<file path="config.mk">
export PLATFORM = sky130hd
export DESIGN_NAME = ramp_gen
export DESIGN_NICKNAME = d
export VERILOG_FILES = /design/src/rtl/patterns_pkg.sv /design/src/rtl/ramp_step_lut.sv /design/src/rtl/ramp_gen.sv
export SDC_FILE = /design/constraint.sdc
export NUM_CORES = 1
export LEC_CHECK = 0
export ABC_AREA = 1
export BUFFER_PORTS_ARGS = -buffer_cell sky130_fd_sc_hd__buf_2
export CORE_ASPECT_RATIO = 0.75
export CORE_UTILIZATION = 40
export CTS_BUF_LIST = sky130_fd_sc_hd__clkbuf_8
export DETAILED_ROUTE_END_ITERATION = 8
export GPL_TIMING_DRIVEN = 0
export HOLD_SLACK_MARGIN = 0.1
export PLACE_DENSITY = 0.64
export SYNTH_ARGS = -nofsm -noshare
export SYNTH_HDL_FRONTEND = slang
export SYNTH_SLANG_ARGS = --single-unit
</file>
<file path="constraint.sdc">
create_clock -name clk -period 5.4 [get_ports clk]
set_input_delay 1.08 -clock clk [delete_from_list [all_inputs] [get_ports clk]]
set_output_delay 1.08 -clock clk [all_outputs]
set_load 0.05 [all_outputs]
</file>
<file path="src/rtl/patterns_pkg.sv">
// Shared encodings for the pattern-datapath sample generators.
// Mode and step-select codes are common to ramp_gen and its siblings.
package patterns_pkg;

    typedef enum logic [1:0] {
        MODE_WRAP = 2'b00,
        MODE_SAT  = 2'b01,
        MODE_TRI  = 2'b10,
        MODE_HOLD = 2'b11
    } ramp_mode_e;

    typedef enum logic [1:0] {
        Y0    = 2'b00,
        Y1    = 2'b01,
        Y16   = 2'b10,
        Y1290 = 2'b11
    } step_sel_e;

endpackage

</file>
<file path="src/rtl/ramp_step_lut.sv">
// Combinational step-select decode: maps a 2-bit select onto one of four
// per-instance step constants.
module ramp_step_lut
    import patterns_pkg::*;
#(
    parameter int          STEP_W = 11,
    parameter int unsigned STEP0  = 0,
    parameter int unsigned STEP1  = 1,
    parameter int unsigned STEP2  = 16,
    parameter int unsigned STEP3  = 1290
) (
    input  logic [1:0]        y_i,
    output logic [STEP_W-1:0] step_o
);

    always_comb begin
        step_o = '0;
        case (step_sel_e'(y_i))
            Y0:    step_o = STEP_W'(STEP0);
            Y1:    step_o = STEP_W'(STEP1);
            Y16:   step_o = STEP_W'(STEP2);
            Y1290: step_o = STEP_W'(STEP3);
            default: step_o = '0;
        endcase
    end

endmodule

</file>
<file path="src/rtl/ramp_gen.sv">
// Ramp sample generator: advances out by a selected step on each rising edge
// of delta, with wrap, saturate, triangle-bounce and hold behaviours.
module ramp_gen
    import patterns_pkg::*;
#(
    parameter int          WIDTH   = 12,
    parameter int unsigned MAX_VAL = 4095,
    parameter int          STEP_W  = 11,
    parameter int unsigned STEP0   = 0,
    parameter int unsigned STEP1   = 1,
    parameter int unsigned STEP2   = 16,
    parameter int unsigned STEP3   = 1290
) (
    input  logic             clk,
    input  logic             rst_n,
    input  logic             ramp_enb,
    input  logic             delta,
    input  logic [1:0]       Y,
    input  logic [1:0]       mode,
    output logic [WIDTH-1:0] out,
    output logic             dir,
    output logic             wrap_pulse,
    output logic             sat
);

    localparam logic [WIDTH:0]   MAX_EXT = (WIDTH+1)'(MAX_VAL);
    localparam logic [WIDTH-1:0] MAX_W   = WIDTH'(MAX_VAL);
    localparam logic [WIDTH-1:0] MAX_P1  = WIDTH'(MAX_VAL + 1);

    logic [WIDTH-1:0] out_q, out_d;
    logic             dir_q, dir_d;
    logic             sat_q, sat_d;
    logic             wrap_q, wrap_d;
    logic             delta_q;

    logic [STEP_W-1:0] step_raw;
    logic [WIDTH-1:0]  step_w;
    logic [WIDTH:0]    sum_ext;
    logic              over;
    logic              step_ev;
    logic              dir_eff;
    ramp_mode_e        mode_s;

    ramp_step_lut #(
        .STEP_W (STEP_W),
        .STEP0  (STEP0),
        .STEP1  (STEP1),
        .STEP2  (STEP2),
        .STEP3  (STEP3)
    ) u_step_lut (
        .y_i    (Y),
        .step_o (step_raw)
    );

    assign mode_s  = ramp_mode_e'(mode);
    assign step_w  = WIDTH'(step_raw);
    assign step_ev = delta & ~delta_q;
    // The carry bit is kept only for the overflow decision; every result
    // that is actually stored fits in WIDTH bits, so it is formed modulo 2^WIDTH.
    assign sum_ext = {1'b0, out_q} + {1'b0, step_w};
    assign over    = (sum_ext > MAX_EXT);
    // A stale down-direction left over from triangle mode is discarded here.
    assign dir_eff = (mode_s == MODE_TRI) ? dir_q : 1'b1;

    always_comb begin
        out_d  = out_q;
        dir_d  = dir_q;
        sat_d  = sat_q;
        wrap_d = 1'b0;
        if (!ramp_enb) begin
            out_d = '0;
            dir_d = 1'b1;
            sat_d = 1'b0;
        end else if (step_ev && (mode_s != MODE_HOLD)) begin
            dir_d = dir_eff;
            case (mode_s)
                MODE_WRAP: begin
                    if (over) begin
                        out_d  = out_q + step_w - MAX_P1;
                        wrap_d = 1'b1;
                    end else begin
                        out_d = out_q + step_w;
                    end
                end
                MODE_SAT: begin
                    if (over) begin
                        out_d = MAX_W;
                        sat_d = 1'b1;
                    end else begin
                        out_d = out_q + step_w;
                    end
                end
                MODE_TRI: begin
                    if (dir_eff) begin
                        if (over) begin
                            out_d  = MAX_W - (out_q + step_w - MAX_W);
                            dir_d  = 1'b0;
                            wrap_d = 1'b1;
                        end else begin
                            out_d = out_q + step_w;
                        end
                    end else if (out_q < step_w) begin
                        out_d  = step_w - out_q;
                        dir_d  = 1'b1;
                        wrap_d = 1'b1;
                    end else begin
                        out_d = out_q - step_w;
                    end
                end
                default: ;
            endcase
        end
    end

    always_ff @(posedge clk or negedge rst_n) begin
        if (!rst_n) begin
            out_q   <= '0;
            dir_q   <= 1'b1;
            sat_q   <= 1'b0;
            wrap_q  <= 1'b0;
            delta_q <= 1'b0;
        end else begin
            out_q   <= out_d;
            dir_q   <= dir_d;
            sat_q   <= sat_d;
            wrap_q  <= wrap_d;
            delta_q <= delta;
        end
    end

    assign out        = out_q;
    assign dir        = dir_q;
    assign sat        = sat_q;
    assign wrap_pulse = wrap_q;

endmodule
</file>
Yosys cells after proc, flatten, opt, wreduce, memory -nomap -nowiden

Cells that the tools add are included.

Bits of input ports: 8
Register bits: 16
Word-level logic and storage cells: 54

Reductions and logical operators: 5
Eq/ne operators: 10
Multiplexer cells: 24
Add/subtract/negate cells: 6
Order comparisons: 2
Bitwise logic cells: 2

Operators by type and width:

| cell                     | count |
|---|---|
| $mux W12                 | 6 |
| $pmux W11 S4             | 1 |
| $pmux W12 S3             | 1 |
| $mux W1                  | 15 |
| $add A12 B11 Y13         | 1 |
| $gt A13 B12 Y1 const B   | 1 |
| $add A12 B11 Y12         | 1 |
| $lt A12 B11 Y1           | 1 |
| $sub A11 B12 Y12         | 1 |
| $sub A12 B11 Y12         | 1 |
| $sub A12 B12 Y12 const A | 1 |
| $sub A12 B12 Y12 const B | 1 |
| $eq A2 B2 Y1 const B     | 3 |
| $ne A2 B1 Y1 const B     | 3 |
| $eq A2 B1 Y1 const B     | 2 |
| $logic_not A2 Y1         | 2 |
| $ne A4 B1 Y1 const B     | 1 |
| $reduce_and A3 Y1        | 1 |
| $ne A2 B2 Y1 const B     | 1 |
| $pmux W1 S2              | 1 |
| $reduce_and A2 Y1        | 1 |
| $and A1 B1 Y1            | 1 |
| $logic_and A1 B1 Y1      | 1 |
| $not A1 Y1               | 1 |

Depth between registers and ports, before layout

Gate-level depths: netlist (run 1).

Depth in word-level cells: 10
Depth in mapped cells: 25
Depth with buffers taken out: 23

Modules after synthesis

Synthesis (run 1) repeated with hierarchy kept, for this count alone.

Cells, all modules: 605
Area, all modules: 3712.3 um2

By module, submodules not included:

| module        | area an instance (um2) | cells an instance | seq. area each (um2) | instances |
|---|---|---|---|---|
| ramp_gen      | 3626.0                 | 590               | 401.6                | 1 |
| ramp_step_lut | 86.3                   | 15                | 0.0                  | 1 |

Worst setup path after synthesis (run 1)

Ideal clock, no wire load.

Path type: input -> register
Start: input Y[0]
End: register out_q[2] (netlist: out[2])
Path slack: 1.880 ns
Path buffers: 1
Stages: 19
Arrival time: 3.403 ns
Setup time: 0.117 ns
Cell sequence: nand2_1 > inv_1 > fa_1 > xnor2_1 > nor2_2 > nand3_2 > nor2_2 > nand2_2 > nor2_2 > nand3_1 > nand2_2 > buf_4 > nand3_1 > nand2_1 > nand2_1 > nand2_1 > nand2_1 > nand2_1 > nand2_1

Cells in the longest elaborated chain, start to end: 10

Ends and longest elaborated chain:

| item                                 | RTL line            | text |
|---|---|---|
| from (decl)                          | ramp_gen.sv:18      | `input logic [1:0] Y,` |
| $eq A2 B2 Y1 (tied with other cells) | ramp_step_lut.sv:18 | `case (step_sel_e'(y_i))` |
| $pmux W11 S4 (*)                     | ramp_step_lut.sv:18 |  |
| $add A12 B11 Y12                     | --                  |  |
| $sub A12 B12 Y12 (2 in series)       | ramp_gen.sv:96      | `out_d = MAX_W - (out_q + step_w - MAX_W);` |
| $mux W12                             | ramp_gen.sv:95      | `if (over) begin` |
| $mux W12                             | ramp_gen.sv:94      | `if (dir_eff) begin` |
| $pmux W12 S3 (*)                     | ramp_gen.sv:76      | `case (mode_s)` |
| $mux W12 (*)                         | ramp_gen.sv:74      | `end else if (step_ev && (mode_s != MODE_HOLD)) begin` |
| $mux W12 (*)                         | ramp_gen.sv:70      | `if (!ramp_enb) begin` |
| to (signal assigned)                 | ramp_gen.sv:123     | `out_q <= out_d;` |
| to (decl)                            | ramp_gen.sv:30      | `logic [WIDTH-1:0] out_q, out_d;` |

Every way passes the cells marked *; elsewhere a longest branch is shown, timed or not. The select of a mux whose other input is x is not followed.
A chain may end at the register's enable or synchronous reset.

Worst setup path after layout (run 1)

Start: input Y[0]
End: register out_q[8] (netlist: out[8])

Same word-level chain as after synthesis.

==> impl_results.md, run 1 <==
- RSZ-0062 raised after global routing: no
- Cells after DPL: 649
- Num CTS Buffers: 3
- Critical path class: in -> reg
- Layout cell share with drive strength beyond 1: 0.105
- Least-Margin Pin Slew: 669 ps
- Final setup viols: 0
- HPWL reported at the end of detailed placement: 7450 µm
- Io pins: 23
- Status: finished clean
- Final min period: 4030 ps
- Clock-pin slew on the worst setup and hold paths: 80 ps
- DRT antenna net count: 0
- Syn nets: 565
- Peak supply drop: 0.000144 V
- Asr flop ratio synth: 1.00
- Main synth FF type: dfrtp_1
- Core area: 6960 µm²
- Layout Nets: 592
- Total Power: 837 µW
- Clk buf depth: 2
- Layout area overhead: 9.82%
- Flop and latch count out of synthesis: 16
- Fin area: 3220 µm²
- Final core occ: 0.462
- Skew-Pair Late Insertion Delay: 260 ps
- CP endpoint kind: flip-flop
- Period utilisation layout: 0.747
- Antenna violations before repair: 0
- Reg2reg setup slack: 2230 ps
- Finished Layout Cells: 653
- Post-DP Area: 3160 µm²
- Number of flops mapped to enable cells by yosys: 0
- Sequential area share after synthesis: 0.137
- Worst flop-to-flop path startpoint: out[0]
- Die Ht: 76.1 µm
- Maximum capacitance violations: 0
- Metal3 WL: 729 µm
- Slew Viols, Final: 0
- Setup Total Neg Slack: 0 ps
- Top Metal Used: met4
- Drt via density: 5.27
- Slew HR: 0.548
- Yosys warns: 0
- Vias in the first global route: 2984
- PostCTS Resize Cnt: 0
- Chip Width: 101 µm
- Final WL: 9280 µm
- Critical Path Start Type: input port
- Row Count: 26
- Setup slack at placement: 1120 ps
- Synth Cell Area: 2930 µm²
- Hold WS: 527 ps
- Lkg Pwr: 1.90 nW
- Syn_area_per_cell: 5.54 µm²
- Wl on met1: 4570 µm
- Port Buffers: 22
- Total number of H-tree levels: 1
- GRT overflow: 0
- CTS Root Cell: clkbuf_8
- 1st-iter DRT viols: 320
- First-pass GRT wire length: 15200 µm
- Crit path required time: 5550 ps
- Sink Count: 16
- CTS hold repair buffers: 0
- Fin worst setup slack: 1370 ps
- Met2 WL post-DR: 3900 µm
- TritonCTS clock tree: done
- Critical Path Fanout Max: 10
- Setup skew after layout: 5.60 ps
- Total Routing Usage GR: 0.247
- Worst Hold Launch: dir
- Post-CTS setup buffer count: 0
- Hold Violations, Final: 0
- DIE AREA: 7680 µm²
- Hold Path Class: reg -> reg
- Pwr per Cell Area: 260 nW/µm²
- Initial core utilization: 0.421
- Vias: 3440
- Post-synth cell types: 35
- Crit path from: Y[0]
- Fmax: 248 MHz
- Post-route DRC: 0
- WL/cell: 14.2 µm
- Maximum number of pins on one net before global-route repair: 17
- Pre-antenna DRT Iters: 5
- CP arrival: 4180 ps
- Antenna Cells: 0
- Synthesized netlist cell count: 529
- GPL Wtd Cong: 0.953
-- cells by family (layout without fill, tap and decap cells) --
| group | after synthesis | count (layout) | synth area share |
|---|---|---|---|
| simple gates | 298 | 298 | 0.419 |
| buf+inv | 95 | 121 | 0.130 |
| compound gates | 81 | 81 | 0.154 |
| fa+ha+maj | 28 | 28 | 0.127 |
| flops | 16 | 16 | 0.137 |
| xor+xnor | 11 | 11 | 0.0329 |
-- per-layer routing --
layer  vias up  global-route usage
met2       132               0.365
met4         0              0.0275
met3         6              0.0468
li1       1729                   -
met1      1573               0.376
met5         -                   0
-- cells in the final DEF (no fill, tap or decap), types with 2 or more instances in the layout --
| cell | synthesis | final |
|---|---|---|
| nand3_1 | 45 | 45 |
| o21bai_1 | 3 | 3 |
| a31oi_1 | 7 | 7 |
| buf_4 | 2 | 2 |
| o21ai_0 | 18 | 18 |
| xnor2_1 | 2 | 2 |
| o21ai_1 | 12 | 12 |
| clkbuf_1 | 6 | 6 |
| fa_1 | 3 | 3 |
| nand2_1 | 196 | 196 |
| xor2_1 | 9 | 9 |
| nand4_1 | 6 | 6 |
| nor3_1 | 5 | 5 |
| nand2_2 | 4 | 4 |
| a21oi_1 | 30 | 30 |
| nor2_2 | 3 | 3 |
| dfrtp_1 | 15 | 15 |
| clkbuf_8 | 0 | 4 |
| nor2_1 | 35 | 35 |
| inv_1 | 67 | 67 |
| ha_1 | 25 | 25 |
| buf_2 | 7 | 29 |
| o211ai_1 | 5 | 5 |
| o22ai_1 | 2 | 2 |
| inv_2 | 11 | 11 |
-- final cells by class --
| class | count | area [µm²] |
|---|---|---|
| fill | 796 | 3740 |
| multi-input combinational | 418 | 2150 |
| sequential | 16 | 402 |
| inverter | 78 | 293 |
| tap | 98 | 123 |
| timing repair buffer | 22 | 110 |
| buffer | 17 | 87.6 |
| clock buffer | 4 | 55.1 |
-- worst max-delay path, stage by stage --
cell     delay (ps)
buf_2           110
nand2_1         260
inv_1           310
fa_1            590
xnor2_1         260
nor2_2          180
nand3_2          80
nor2_2          140
nand2_2         100
nor2_2          170
nand3_1         100
nand2_2         120
buf_4           200
nand3_1          80
nand2_1          70
nand2_1          40
nand2_1          80
nand2_1          50
nand2_1          80
nand2_1          60
-- cells in the mapped netlist (2+ instances only) --
library cell,instances,area share
dfrtp_1,15,0.13
nand4_1,6,0.013
xor2_1,9,0.027
ha_1,25,0.11
nor2_2,3,0.0064
nor2_1,35,0.045
nand3_1,45,0.077
inv_2,11,0.014
o21ai_1,12,0.020
fa_1,3,0.020
clkbuf_1,6,0.0077
buf_2,7,0.012
o211ai_1,5,0.013
xnor2_1,2,0.0060
nand2_2,4,0.0085
inv_1,67,0.086
a31oi_1,7,0.015
a21oi_1,30,0.051
o22ai_1,2,0.0043
o21ai_0,18,0.031
nor3_1,5,0.0085
nand2_1,196,0.25
buf_4,2,0.0051
o21bai_1,3,0.0077
-- sequential cells by signal, summed over array words and instances (netlist names) --
name	count
dir	1
wrap_pulse	1
delta_q	1
out	12
sat	1
-- path summary, 6_finish.rpt --
| check | depth (start not counted) | end |
|---|---|---|
| max in group asynchronous | 1 | dir |
| setup reg to reg | 18 | out[8] |
| setup / recovery | 20 | out[8] |
| min in group asynchronous | 1 | out[8] |
| hold reg to reg | 2 | dir |
| hold / removal | 2 | dir |
-- power by group --
group	internal [mW]	switching (mW)	total, mW
Sequential	0.133	0.0222	0.155
Clock	0.0649	0.0498	0.115
Combinational	0.172	0.396	0.568
No activity file was read; power rests on OpenSTA's default activity.
==> run 2, diff against run 1 <==
- clock period: 5.4 -> 4.12 ns (I/O delays scaled with it)
==> impl_results.md, run 2 (synthesis results as in run 1) <==
- Fin worst setup slack: 328 ps (-1040 ps)
- WL/cell: 14.3 µm (+0.30%)
- Least-Margin Pin Slew: 660 ps (-8.81 ps)
- Setup Total Neg Slack: 0 ps (unchanged)
- DRT antenna net count: 0 (unchanged)
- Layout cell share with drive strength beyond 1: 0.110 (+0.00501)
- Total number of H-tree levels: 1 (unchanged)
- Crit path required time: 4270 ps (-1280 ps)
- Pre-antenna DRT Iters: 5 (unchanged)
- Skew-Pair Late Insertion Delay: 260 ps (about the same)
- GRT overflow: 0 (unchanged)
- Total Routing Usage GR: 0.247 (unchanged)
- Final min period: 3790 ps
- Critical Path Start Type: input port
- CP endpoint kind: flip-flop
- 1st-iter DRT viols: 275 (-14%)
- Reg2reg setup slack: 960 ps (-1270 ps)
- DIE AREA: 7680 µm² (unchanged)
- Crit path from: Y[0]
- Largest register FFs: 12 (unchanged)
- Layout area overhead: 10.5%
- Slew HR: 0.554 (+0.00595)
- Vias in the first global route: 2984 (unchanged)
- Most frequent cells in the layout: nand2_1, inv_1, nand3_1
- GPL Wtd Cong: 0.953 (unchanged)
- Most common cell after layout, fill and taps aside: nand2_1
- CTS Root Cell: clkbuf_8
- Final setup viols: 0 (unchanged)
- Maximum number of pins on one net before global-route repair: 17 (unchanged)
- Vias: 3436 (-0.12%)
- Row Count: 26 (unchanged)
- Worst flop-to-flop path startpoint: out[0]
- Hold Path Class: in -> async
- Initial core utilization: 0.421 (unchanged)
- Post-route DRC: 0 (unchanged)
- Clk buf depth: 2 (unchanged)
- CP arrival: 3940 ps (-240 ps)
- Critical Path Fanout Max: 10 (unchanged)
- Pwr per Cell Area: 339 nW/µm² (+30%)
- Maximum capacitance violations: 0 (unchanged)
- Fill count: 794 (-0.25%)
- Critical path class: in -> reg
- Setup slack at placement: 93.0 ps (-1020 ps)
- Sink Count: 16 (unchanged)
- TritonCTS clock tree: done
- R2r endpoint: out[4]
- Clock-pin slew on the worst setup and hold paths: 70 ps (about the same)
- Die Ht: 76.1 µm (unchanged)
- Num CTS Buffers: 3 (unchanged)
- Period utilisation layout: 0.920
- Peak supply drop: 0.000189 V (+31%)
- HPWL reported at the end of detailed placement: 7450 µm (unchanged)
- First-pass GRT wire length: 15200 µm (unchanged)
- Hold Violations, Final: 0 (unchanged)
- Slew Viols, Final: 0 (unchanged)
- Status: finished clean
- Io pins: 23 (unchanged)
- CP endpoint: out[4]
- Antenna violations before repair: 0 (unchanged)
- Setup skew after layout: 1.10 ps (-4.50 ps)
- Layout Nets: 594 (+0.34%)
- Worst reg2reg path depth: 18 (unchanged)
- Lkg Pwr: 1.91 nW (+0.13%)
- Final core occ: 0.465 (+0.00270)
- Final WL: 9340 µm (+0.60%)
- RSZ-0062 raised after global routing: no
- Core area: 6960 µm² (unchanged)
- Drt via density: 5.25 (-0.42%)
- Antenna Cells: 0 (unchanged)
- CTS hold repair buffers: 0 (unchanged)
- Port Buffers: 22 (unchanged)
- Fmax: 264 MHz
- Chip Width: 101 µm (unchanged)
[run 2: worst min path at each step]
stage / from / cells after the start / slack [ps] / end
after floorplan: delta_q / 3 / 510 / sat
after global placement: sat / 2 / 510 / sat
after detailed placement: dir / 2 / 520 / dir
after CTS: rst_n / 1 / 500 / out[8]
after global routing: rst_n / 1 / 510 / out[10]
final: rst_n / 1 / 490 / out[10]
[run 2: worst max-delay path, stage by stage]
cell and delay [ps]:
buf_2 110, nand2_1 300, clkinvlp_4 180, buf_4 190
fa_1 510, xnor2_1 260, nor2_2 190, nand3_2 80
nor2_2 140, nand2_2 100, nor2_2 170, nand3_1 100
nand2_2 120, buf_4 190, nand3_1 90, nand2_1 80
nand2_1 40, nand2_1 70, nand2_1 40, nand2_1 90
nand2_1 50
[run 2: per-layer routing]
layer	global-route usage	routed length (µm)	up-vias
met5	0	0	-
met4	0.0275	93	0
met3	0.0468	807	6
met2	0.365	3910	136
met1	0.376	4530	1567
li1	-	-	1727
[run 2: cell type report]
class                   count  area [µm²]  area share
well taps                  98         123      0.0379
clock buffers               4        55.1      0.0170
repair buffers             24         125      0.0386
flip-flops and latches     16         402       0.124
inverters                  78         297      0.0916
plain buffers              17        87.6      0.0270
multi-input cells         418        2150       0.664
[run 2: power by group]
| group | switching, mW | total [mW] | internal, mW |
|---|---|---|---|
| clock | 0.0647 | 0.150 | 0.0851 |
| combinational | 0.519 | 0.746 | 0.227 |
| sequential | 0.0291 | 0.203 | 0.174 |
| total | 0.613 | 1.10 | 0.486 |
[run 2: per-stage QoR]
step	hold slack, ps	std cells	power, mW	area (µm²)
final	487	655	1.10	3240
after global routing	511	655	1.20	3240
after CTS	503	653	1.08	3220
after detailed placement	517	649	0.931	3160
after global placement	508	649	0.925	3160
after floorplan	514	529	0.760	2930
[run 2: repair_timing]
item | in CTS | in global routing
endpoints found under the setup margin | 0 | 4
buffers inserted | 0 | 2
resized for setup | 0 | 1
==> run 3, diff against run 2 <==
- CORE_ASPECT_RATIO: 0.75 -> default
==> impl_results.md, run 3 (synthesis results as in run 1) <==
- Setup slack at placement: 119 ps (+26.4 ps)
- Die Ht: 87.6 µm (+15%)
- Most common cell after layout, fill and taps aside: nand2_1
- CTS Root Cell: clkbuf_8
- DRT antenna net count: 0 (unchanged)
- Port Buffers: 22 (unchanged)
- Status: finished clean
- Hold Violations, Final: 0 (unchanged)
- Skew-Pair Late Insertion Delay: 260 ps (about the same)
- Least-Margin Pin Slew: 619 ps (-41.5 ps)
- Fmax: 265 MHz (+0.61%)
- Vias in the first global route: 3103 (+4.0%)
- Row Count: 30 (+15%)
- Layout area overhead: 9.73%
- DIE AREA: 7680 µm² (about the same)
- Layout cell share with drive strength beyond 1: 0.105 (-0.00501)
- Layout Nets: 592 (-0.34%)
- Maximum capacitance violations: 0 (unchanged)
- Largest register FFs: 12 (unchanged)
- Worst flop-to-flop path startpoint: out[0]
- Clk buf depth: 2 (unchanged)
- Final WL: 8910 µm (-4.6%)
- RSZ-0062 raised after global routing: no
- Drt via density: 5.27 (+0.50%)
- HPWL reported at the end of detailed placement: 7280 µm (-2.3%)
- Peak supply drop: 0.000163 V (-14%)
- 1st-iter DRT viols: 192 (-30%)
- CP arrival: 3920 ps (-20 ps)
- Most frequent cells in the layout: nand2_1, inv_1, nand3_1
- Io pins: 23 (unchanged)
- Antenna violations before repair: 0 (unchanged)
- Fin worst setup slack: 351 ps (+22.9 ps)
- Slew HR: 0.582 (+0.0280)
- Hold Path Class: in -> async
- Antenna Cells: 0 (unchanged)
- GPL Wtd Cong: 0.924 (-3.1%)
- Setup skew after layout: 3.00 ps (+1.90 ps)
- Final min period: 3770 ps (-22.9 ps)
- Total number of H-tree levels: 1 (unchanged)
- Period utilisation layout: 0.915 (-0.00556)
- Post-CTS setup buffer count: 0 (unchanged)
- Total Routing Usage GR: 0.245 (-0.00207)
- Pre-antenna DRT Iters: 5 (unchanged)
- Core area: 6940 µm² (-0.25%)
- Lkg Pwr: 1.90 nW (-0.13%)
- WL/cell: 13.7 µm (-4.0%)
- First-pass GRT wire length: 14700 µm (-3.2%)
- Initial core utilization: 0.422 (+0.00106)
- Final setup viols: 0 (unchanged)
- CTS hold repair buffers: 0 (unchanged)
- Post-route DRC: 0 (unchanged)
- Clock-pin slew on the worst setup and hold paths: 70 ps (about the same)
- Crit path from: Y[0]
- Slew Viols, Final: 0 (unchanged)
- CP endpoint kind: flip-flop
- Maximum number of pins on one net before global-route repair: 17 (unchanged)
- Hold WS: 479 ps (-7.99 ps)
- Chip Width: 87.6 µm (-13%)
- Num CTS Buffers: 3 (unchanged)
- Critical Path Fanout Max: 10 (unchanged)
- Pwr per Cell Area: 340 nW/µm² (about the same)
- Critical path class: in -> reg
- Critical Path Start Type: input port
- TritonCTS clock tree: done
- Crit path required time: 4270 ps (about the same)
- Vias: 3432 (-0.12%)
- Setup Total Neg Slack: 0 ps (unchanged)
- Total Power: 1.09 mW (-0.62%)
- GRT overflow: 0 (unchanged)
- Sink Count: 16 (unchanged)
- PostCTS Resize Cnt: 0 (unchanged)
==> run 3: final timing paths <==
path                            to  slack, ps  cells past startpoint
hold / removal             out[10]        480                      1
setup reg to reg            out[6]        990                     18
min in group clk               sat        520                      2
setup / recovery            out[6]        350                     20
hold reg to reg                sat        520                      2
max in group asynchronous      dir       3320                      1
==> run 3: area by class of cell <==
type,count,area (µm²)
sequential,16,402
buffer,17,87.6
clock buffer,4,55.1
inverter,78,293
timing repair buffer,22,110
multi-input combinational,418,2150
fill,762,3730
tap,96,120
==> run 3: power by group <==
group	leakage [nW]	switching, mW	internal, mW
clock	0.0288	0.0602	0.0850
combinational	1.66	0.517	0.225
sequential	0.210	0.0303	0.174
==> run 3: worst max-delay path, cell delays in order <==
cell and delay, ps:
buf_2 110, nand2_1 260, inv_1 320, fa_1 590, xnor2_1 270, nor2_2 200
nand3_2 80, nor2_2 130, nand2_2 90, nor2_2 150, nand3_1 100, nand2_2 110
buf_4 190, nand3_1 100, nand2_1 80, nand2_1 50, nand2_1 70, nand2_1 60
nand2_1 90, nand2_1 50
==> run 3: per-layer routing <==
metal	vias to the layer above	global-route usage	wire [µm]
li1	1733	-	-
met1	1539	0.326	4040
met2	138	0.409	4020
met3	22	0.0396	582
met4	0	0.0686	263
met5	-	0	0
==> run 3: per-stage QoR <==
stage | area (µm²) | instances | util
after floorplan | 2930 | 529 | -
after CTS | 3220 | 651 | 0.463
after global routing | 3220 | 651 | 0.463
after global placement | 3160 | 647 | 0.455
final | 3220 | 651 | 0.463
after detailed placement | 3160 | 647 | 0.455
